<file path="src/rtl/fetch_stage_pkg.sv">
// Shared fetch-stage constants, the IF/ID payload layout and the redirect alignment helper.
package fetch_stage_pkg;

  localparam int          INSTR_W          = 32;
  localparam logic [31:0] NOP_INSTR        = 32'h0000_0000;  // sll $0,$0,0
  localparam logic [31:0] DEFAULT_RESET_PC = 32'h0000_0000;

  typedef struct packed {
    logic [INSTR_W-1:0] instr;
    logic [31:0]        pc_plus4;
    logic               valid;
  } if_id_t;

  function automatic logic [31:0] align_word(input logic [31:0] addr);
    return {addr[31:2], 2'b00};
  endfunction

endpackage

</file>
<file path="src/rtl/if_id_reg.sv">
// IF/ID pipeline register: one-cycle capture of the fetched word; flush beats stall, stall holds everything.
module if_id_reg
  import fetch_stage_pkg::*;
(
  input  logic               clk,
  input  logic               reset,
  input  logic               flush,
  input  logic               stall,
  input  logic [INSTR_W-1:0] instr_in,
  input  logic [31:0]        pc_plus4_in,
  output logic [INSTR_W-1:0] instr_o,
  output logic [31:0]        pc_plus4_o,
  output logic               valid_o
);

  if_id_t if_id_q;
  if_id_t if_id_d;

  always_comb begin
    if_id_d = if_id_q;
    if (flush) begin
      if_id_d.instr    = NOP_INSTR;
      if_id_d.pc_plus4 = 32'h0;
      if_id_d.valid    = 1'b0;
    end else if (!stall) begin
      if_id_d.instr    = instr_in;
      if_id_d.pc_plus4 = pc_plus4_in;
      if_id_d.valid    = 1'b1;
    end
  end

  always_ff @(posedge clk or posedge reset) begin
    if (reset) begin
      if_id_q.instr    <= NOP_INSTR;
      if_id_q.pc_plus4 <= 32'h0;
      if_id_q.valid    <= 1'b0;
    end else begin
      if_id_q <= if_id_d;
    end
  end

  assign instr_o    = if_id_q.instr;
  assign pc_plus4_o = if_id_q.pc_plus4;
  assign valid_o    = if_id_q.valid;

endmodule

</file>
<file path="src/rtl/fetch_stage.sv">
// MIPS instruction fetch: PC register with redirect/stall, imem addressing, IF/ID register and statistics.
// Instruction at pc_f lands in IF/ID one cycle later; hazard-unit stalls hold state, redirect always wins over stall_f.
module fetch_stage
  import fetch_stage_pkg::*;
#(
  parameter logic [31:0] RESET_PC = DEFAULT_RESET_PC,
  parameter int          CNT_W    = 16
) (
  input  logic               clk,
  input  logic               reset,
  input  logic               stall_f,
  input  logic               stall_d,
  input  logic               flush_d,
  input  logic               redirect,
  input  logic [31:0]        redirect_pc,
  input  logic [INSTR_W-1:0] imem_rd,
  output logic [5:0]         imem_a,
  output logic [31:0]        pc_f,
  output logic [INSTR_W-1:0] instr_d,
  output logic [31:0]        pc_plus4_d,
  output logic               valid_d,
  output logic               misalign,
  output logic [CNT_W-1:0]   fetch_cnt,
  output logic [CNT_W-1:0]   flush_cnt
);

  logic [31:0]      pc_q, pc_d;
  logic             misalign_q, misalign_d;
  logic [CNT_W-1:0] fetch_cnt_q, fetch_cnt_d;
  logic [CNT_W-1:0] flush_cnt_q, flush_cnt_d;
  logic [31:0]      pc_plus4;
  logic             load_if_id;

  assign pc_plus4   = pc_q + 32'd4;
  assign load_if_id = !flush_d && !stall_d;

  always_comb begin
    pc_d       = pc_q;
    misalign_d = 1'b0;
    if (redirect) begin
      pc_d       = align_word(redirect_pc);
      misalign_d = |redirect_pc[1:0];
    end else if (!stall_f) begin
      pc_d = pc_plus4;
    end
  end

  // Statistics saturate at all-ones rather than wrapping.
  always_comb begin
    fetch_cnt_d = fetch_cnt_q;
    flush_cnt_d = flush_cnt_q;
    if (flush_d && !(&flush_cnt_q)) begin
      flush_cnt_d = flush_cnt_q + 1'b1;
    end
    if (load_if_id && !(&fetch_cnt_q)) begin
      fetch_cnt_d = fetch_cnt_q + 1'b1;
    end
  end

  always_ff @(posedge clk or posedge reset) begin
    if (reset) begin
      pc_q        <= RESET_PC;
      misalign_q  <= 1'b0;
      fetch_cnt_q <= '0;
      flush_cnt_q <= '0;
    end else begin
      pc_q        <= pc_d;
      misalign_q  <= misalign_d;
      fetch_cnt_q <= fetch_cnt_d;
      flush_cnt_q <= flush_cnt_d;
    end
  end

  if_id_reg u_if_id (
    .clk         (clk),
    .reset       (reset),
    .flush       (flush_d),
    .stall       (stall_d),
    .instr_in    (imem_rd),
    .pc_plus4_in (pc_plus4),
    .instr_o     (instr_d),
    .pc_plus4_o  (pc_plus4_d),
    .valid_o     (valid_d)
  );

  assign imem_a    = pc_q[7:2];
  assign pc_f      = pc_q;
  assign misalign  = misalign_q;
  assign fetch_cnt = fetch_cnt_q;
  assign flush_cnt = flush_cnt_q;

endmodule
</file>
<file path="config.mk">
export PLATFORM = sky130hd
export DESIGN_NAME = fetch_stage
export DESIGN_NICKNAME = d
export VERILOG_FILES = /design/src/rtl/fetch_stage_pkg.sv /design/src/rtl/if_id_reg.sv /design/src/rtl/fetch_stage.sv
export SDC_FILE = /design/constraint.sdc
export NUM_CORES = 1
export LEC_CHECK = 0
export CORE_UTILIZATION = 35
export DETAILED_ROUTE_END_ITERATION = 6
export HOLD_SLACK_MARGIN = 0.05
export PLACE_DENSITY = 0.71
export SETUP_SLACK_MARGIN = 0.4
export SLEW_MARGIN = 20
export SYNTH_ARGS = -nofsm -noshare
export SYNTH_HDL_FRONTEND = slang
export SYNTH_SLANG_ARGS = --single-unit
</file>
<file path="constraint.sdc">
create_clock -name clk -period 8.2 [get_ports clk]
set_clock_uncertainty 0.2 [all_clocks]
set_input_delay 1.64 -clock clk [delete_from_list [all_inputs] [get_ports clk]]
set_output_delay 1.64 -clock clk [all_outputs]
set_load 0.02 [all_outputs]
</file>
==> results.py, run 1 <==
metrics = {
    "run_status": {
        "outcome": "complete, but fails checks",
        "violations": "design-rule violations",
    },
    "routing": {
        "drc_errors": 10,
        "drt_iter0_markers": 325,
        "routed_via_density": 5.26,
        "detail-route-antenna-nets": 0,
        "first_pass_iters": 7,
        "wl_per_cell_um": 16.5,
        "vias": 5703,
        "wirelength_um": 17800,
    },
    "critical_path": {
        "r2r_cells": 4,
        "worst-path-max-fanout": 52,
        "worstPathRequired_ns": 8.30,
        "r2r_slack_ns": 4.81,
        "critPathCaptureType": "flip-flop",
        "crit_path_start_kind": "primary input",
        "critical_path_class": "primary input to flip-flop",
        "regToRegEndpoint": "u_if_id.pc_plus4_o[31]$_DFFE_PP0P_",
        "reg2reg_from": "pc_f[5]$_DFFE_PP0N_",
        "cp.arrival_ns": 3.60,
    },
    "yosys": {
        "synthArstFlopShare_pct": 100,
        "synth.top_cell.area_share_pct": 48.7,
        "synth_edf_count": 0,
        "synth_seq_cells": 127,
        "synthTopCellsByArea": "dfrtp_1 49%, nor2_1 5.6%, mux2i_1 5.2%",
        "avgSynthCellArea_um2": 9.76,
        "yosysWarnings": 0,
        "postSynthCellCount": 669,
        "synth-main-ff-cell": "dfrtp_1",
        "seq_area_frac_synth_pct": 48.7,
        "synthesis.area_um2": 6530,
        "yosys.area.top_type": "dfrtp_1",
        "synth_cell_types": 55,
    },
    "cts": {
        "tritoncts": "built",
        "cts.clk_slew.worst_paths_ns": 0.06,
        "clockBufferDepth": 2,
        "insertion_delay_ns": 0.41,
        "post_cts_buffers": 0,
        "cts_hold_buf": 0,
        "cts_inserted_buffers": 17,
        "cts_root_buffer": "clkbuf_16",
        "postCtsResizedCells": 0,
        "htreeDepth": 4,
        "clkSinkCount": 127,
    },
    "hold_path": {
        "hold_depth": 1,
        "min_from": "flush_cnt[9]$_DFFE_PP0P_",
        "holdPathEnd": "flush_cnt[9]$_DFFE_PP0P_",
        "min_path_type": "flip-flop to flip-flop",
    },
    "layout": {
        "fin_area_um2": 9240,
        "area_growth_pct": 41.4,
        "mostFrequentLayoutCell": "clkdlybuf4s50_1",
        "nFillCells": 1651,
        "diodes": 0,
        "utilization_pct": 50.9,
        "mostFrequentLayoutCells": "201 x clkdlybuf4s50_1, 127 x dfrtp_1, 98 x nor2_1",
        "drive_gt1_share_pct": 5.85,
        "final_net_count": 915,
        "final_cells": 1084,
    },
    "grt": {
        "grt_pass1_vias": 5395,
        "grt_use_total_pct": 19.0,
        "grt_pass1_wl_um": 28900,
        "grt-ovfl-total": 0,
        "grt_antenna_before_repair": 0,
        "grt_max_degree": 76,
    },
    "timing": {
        "fin_crit_ns": 3.50,
        "worst_pin_slew_ns": 0.916,
        "fmax_mhz": 285,
        "period_share_pct": 42.7,
        "hold_viol": 0,
        "slew_violations": 0,
        "relSlewSlack_pct": 38.1,
        "setup_violations": 0,
        "finalSetupTns_ns": 0,
        "rsz0062_at_grt": "no",
    },
    "placement": {
        "dp_cells": 1052,
        "placedInstanceArea_um2": 8630,
        "portBuffers": 203,
        "place.gp.congestion": 0.820,
        "hpwl_um": 12400,
    },
    "floorplan": {
        "start_util_pct": 36.0,
        "core_um2": 18100,
        "die_h_um": 139,
        "die_w_um": 139,
        "rows": 49,
        "dieArea_um2": 19200,
        "io_pins": 206,
    },
    "pwr": {
        "power_density_nw_per_um2": 219,
        "p_leak_nw": 3.69,
        "total_power_mw": 2.02,
        "ir_drop_mv": 0.149,
    },
    "flow_run": {
        "maxCapViolations": 0,
    },
}
[sequential cells by signal, indices dropped and copies added (netlist names)]
name / cells
misalign: 1
pc_f: 30
fetch_cnt: 16
u_if_id.valid_o: 1
u_if_id.instr_o: 32
u_if_id.pc_plus4_o: 31
flush_cnt: 16
[critical path: stages]
cell and delay [ns]:
buf_2 0.08, buf_4 0.62, inv_1 0.48, buf_4 0.38, o31a_1 0.14, a221oi_1 0.26
[cells in the mapped netlist, drive strengths merged, types with 5 or more instances]
| library cell | n |
|---|---|
| xnor2 | 35 |
| o21ai | 32 |
| a311oi | 16 |
| a21oi | 6 |
| nor2b | 5 |
| nand3 | 17 |
| buf | 21 |
| clkbuf | 34 |
| nand4 | 21 |
| inv | 10 |
| nor3 | 9 |
| o31ai | 17 |
| and3 | 14 |
| a31oi | 18 |
| mux2i | 34 |
| or3 | 14 |
| dfrtp | 127 |
| nor4 | 5 |
| a211oi | 6 |
| nor2 | 98 |
| and4 | 13 |
| nand2 | 38 |
| or4 | 23 |
| xor2 | 9 |
[cells by family (layout without fill, tap and decap cells)]
kind of cell / Yosys count / in the layout / share of synthesized area [%]
DFF: 127 / 127 / 48.7
buffers and inverters: 65 / 250 / 4.48
AOI/OAI and AO/OA: 119 / 119 / 12.6
xor gates and xnor gates: 44 / 44 / 5.90
and+or+nand+nor: 274 / 274 / 22.2
other: 1 / 2 / 0.0574
adders and majority gates: 3 / 3 / 0.575
muxes: 36 / 36 / 5.56
[per-layer routing]
layer / wire length [um] / up-vias / track usage [%] / share of wire (%)
met5: 0 / - / 0 / 0
met4: 185 / 0 / 6.09 / 1.0
met3: 907 / 13 / 4.21 / 5.1
met2: 8490 / 157 / 29.9 / 48
met1: 8260 / 2731 / 26.0 / 46
li1: - / 2802 / - / -
[per-stage QoR]
step / hold slack [ns] / worst slack, ns
CTS: 0.301 / 4.69
finish: 0.304 / 4.70
detailed placement: 0.294 / 4.23
floorplan: 0.394 / 2.98
global placement: 0.279 / 4.30
global route: 0.332 / 4.52
[area by class of cell]
cell class	count	area, um2	share of cell area (%)
well taps	229	287	3.10
clock inverters	14	168	1.82
multi-input cells	478	3060	33.2
flip-flops and latches	127	3180	34.4
clock buffers	18	439	4.76
inverters	10	40.0	0.434
repair buffers	208	2060	22.3
[power by group]
group          internal [mW]  leakage (nW)  switching [mW]
registers              0.694          1.62          0.0970
logic                  0.228          1.80           0.230
clock network          0.485         0.280           0.288
[worst max path at each step]
stage,startpoint,cells after the start,endpoint
global route,stall_d,6,u_if_id.pc_plus4_o[17]$_DFFE_PP0P_
detailed placement,redirect,5,pc_f[15]$_DFFE_PP0N_
floorplan,reset,1,fetch_cnt[0]$_DFFE_PP0P_
CTS,redirect,5,pc_f[15]$_DFFE_PP0N_
finish,stall_d,6,u_if_id.pc_plus4_o[17]$_DFFE_PP0P_
global placement,stall_d,6,u_if_id.pc_plus4_o[17]$_DFFE_PP0P_
Power figures use the tool's default switching activity.
==> run 2, diff against run 1 <==
Settings changed: PLACE_DENSITY 0.71 to 0.74.
Clock period 8.2 ns to 2.9 ns, I/O delays scaled along.
==> run 2 against run 1 <==
  * The run still ends with design-rule violations left
  * Non-clock buffer count increased by 25
  * Largest power group unchanged
  * Cell area increased by 2.3%
  * Critical path depth decreased by 2
  * Utilization increased by 1.2 points
  * Routed wire length increased by 5.9%
  * Clock power increased to 2.7 times the previous value
  * Clock-buffer cell count increased by 6
  * First-iteration DRC count increased by 25%
  * Sequential cell count unchanged
  * Global-route usage increased by 1.1 points
  * Worst setup slack got worse by 4.2 ns
  * Combinational power increased to 3.0 times the previous value
==> results.py, run 2 (same netlist as run 1, synthesis figures left out) <==
metrics = {
    "run_status": {
        "outcome": "complete, but fails checks",
        "violations": "design-rule violations",
    },
    "timing": {
        "worst_pin_slew_ns": 0.656,
        "relSlewSlack_pct": 56.2,
        "fmax_mhz": 411,
        "hold_viol": 0,
        "setup_violations": 0,
        "setup_slack_ns": 0.469,
        "rsz0062_at_grt": "yes",
        "slew_violations": 0,
        "period_share_pct": 83.8,
        "fin_crit_ns": 2.43,
        "finalSetupTns_ns": 0,
    },
    "routing": {
        "drc_errors": 17,
        "routed_via_density": 5.43,
        "detail-route-antenna-nets": 0,
        "first_pass_iters": 7,
        "wirelength_um": 18900,
        "wl_per_cell_um": 17.1,
        "drt_iter0_markers": 406,
        "vias": 6010,
    },
    "placement": {
        "dp_slack_ns": 0.232,
        "portBuffers": 203,
        "hpwl_um": 13600,
        "dp_cells": 1074,
        "place.gp.congestion": 0.866,
    },
    "cts": {
        "tritoncts": "built",
        "cts_root_buffer": "clkbuf_16",
        "cts.clk_slew.worst_paths_ns": 0.06,
        "cts_inserted_buffers": 17,
        "clkSinkCount": 127,
        "insertion_delay_ns": 0.42,
        "cts_hold_buf": 0,
        "clockBufferDepth": 2,
        "htreeDepth": 4,
    },
    "layout": {
        "largest_reg_flops": 32,
        "nFillCells": 1684,
        "diodes": 0,
        "mostFrequentLayoutCell": "clkdlybuf4s50_1",
        "final_cells": 1106,
        "drive_gt1_share_pct": 9.01,
        "mostFrequentLayoutCells": "200 x clkdlybuf4s50_1, 124 x dfrtp_1, 98 x nor2_1",
        "final_net_count": 940,
        "area_growth_pct": 44.6,
    },
    "floorplan": {
        "io_pins": 206,
        "die_h_um": 139,
        "core_um2": 18100,
        "start_util_pct": 36.0,
        "die_w_um": 139,
        "rows": 49,
        "dieArea_um2": 19200,
    },
    "critical_path": {
        "cp-startpoint": "pc_f[11]$_DFFE_PP0N_",
        "critPathCaptureType": "flip-flop",
        "r2r_cells": 4,
        "regToRegEndpoint": "u_if_id.pc_plus4_o[30]$_DFFE_PP0P_",
        "worstPathRequired_ns": 2.99,
        "r2r_slack_ns": 0.47,
        "cp-endpoint": "u_if_id.pc_plus4_o[30]$_DFFE_PP0P_",
        "reg2reg_from": "pc_f[11]$_DFFE_PP0N_",
        "cp.arrival_ns": 2.52,
        "crit_path_start_kind": "flip-flop",
        "worst-path-max-fanout": 14,
        "critical_path_class": "flip-flop to flip-flop",
    },
    "grt": {
        "grt-ovfl-total": 0,
        "grt_pass1_vias": 5716,
        "use_met3_pct": 5.49,
        "use_met1_pct": 26.1,
        "grt_max_degree": 60,
        "grt_pass1_wl_um": 30600,
        "grt.met2_usage_pct": 32.7,
        "grt_use_total_pct": 20.1,
        "grt_antenna_before_repair": 0,
        "top_usage_layer": "met2",
    },
    "pwr": {
        "p_leak_nw": 3.82,
        "power_density_nw_per_um2": 596,
        "ir_drop_mv": 0.430,
    },
    "hold_path": {
        "min_path_type": "flip-flop to flip-flop",
    },
    "flow_run": {
        "maxCapViolations": 0,
    },
}
[run 2: metal layers]
metal  wire length, um  share of wire [%]
met1              8200                 43
met2              9040                 48
met3              1350                7.1
met4               306                1.6
met5                 0                  0
[run 2: worst max-delay path: stages (launching register included)]
cell	delay, ns
dfrtp_1	0.47
nand3_2	0.22
or4_4	0.66
o41a_1	0.44
a2111oi_1	0.31
[run 2: cell type report]
class	count	area [um2]	share of cell area, %
clock buffers	24	512	5.42
flip-flops and latches	127	3180	33.7
repair buffers	233	2270	24.1
well taps	229	287	3.03
clock inverters	5	55.1	0.583
multi-input cells	478	3090	32.8
inverters	10	41.3	0.437
[run 2: through the flow]
step	power [mW]	hold WS [ns]	util, %	cell area (um2)
after floorplan	2.92	0.394	-	6540
after global placement	3.58	0.276	48.6	8820
after detailed placement	3.60	0.283	48.6	8820
after CTS	5.69	0.291	51.9	9410
after global routing	5.90	0.327	52.0	9450
final	5.63	0.289	52.0	9450
[run 2: worst min path at each step]
stage / from / endpoint / slack, ns / cells past startpoint
floorplan: fetch_cnt[14]$_DFFE_PP0P_ / fetch_cnt[14]$_DFFE_PP0P_ / 0.39 / 1
global placement: fetch_cnt[14]$_DFFE_PP0P_ / fetch_cnt[14]$_DFFE_PP0P_ / 0.28 / 1
detailed placement: fetch_cnt[14]$_DFFE_PP0P_ / fetch_cnt[14]$_DFFE_PP0P_ / 0.28 / 1
CTS: fetch_cnt[14]$_DFFE_PP0P_ / fetch_cnt[14]$_DFFE_PP0P_ / 0.29 / 1
global route: fetch_cnt[14]$_DFFE_PP0P_ / fetch_cnt[14]$_DFFE_PP0P_ / 0.33 / 1
finish: fetch_cnt[14]$_DFFE_PP0P_ / fetch_cnt[14]$_DFFE_PP0P_ / 0.29 / 1
[run 2: report_power, final]
| part | leakage [nW] | internal, mW | switching (mW) | total [mW] |
|---|---|---|---|---|
| clock network | 0.276 | 1.30 | 0.755 | 2.05 |
| registers | 1.61 | 1.96 | 0.261 | 2.22 |
| logic | 1.93 | 0.674 | 0.683 | 1.36 |
| total | 3.82 | 3.94 | 1.70 | 5.63 |
[run 2: repair_timing]
| item | in CTS | in global routing |
|---|---|---|
| pin swaps | 1 | 2 |
| buffers inserted | 0 | 3 |
| resized for setup | 5 | 4 |
| setup endpoints to repair | 13 | 13 |
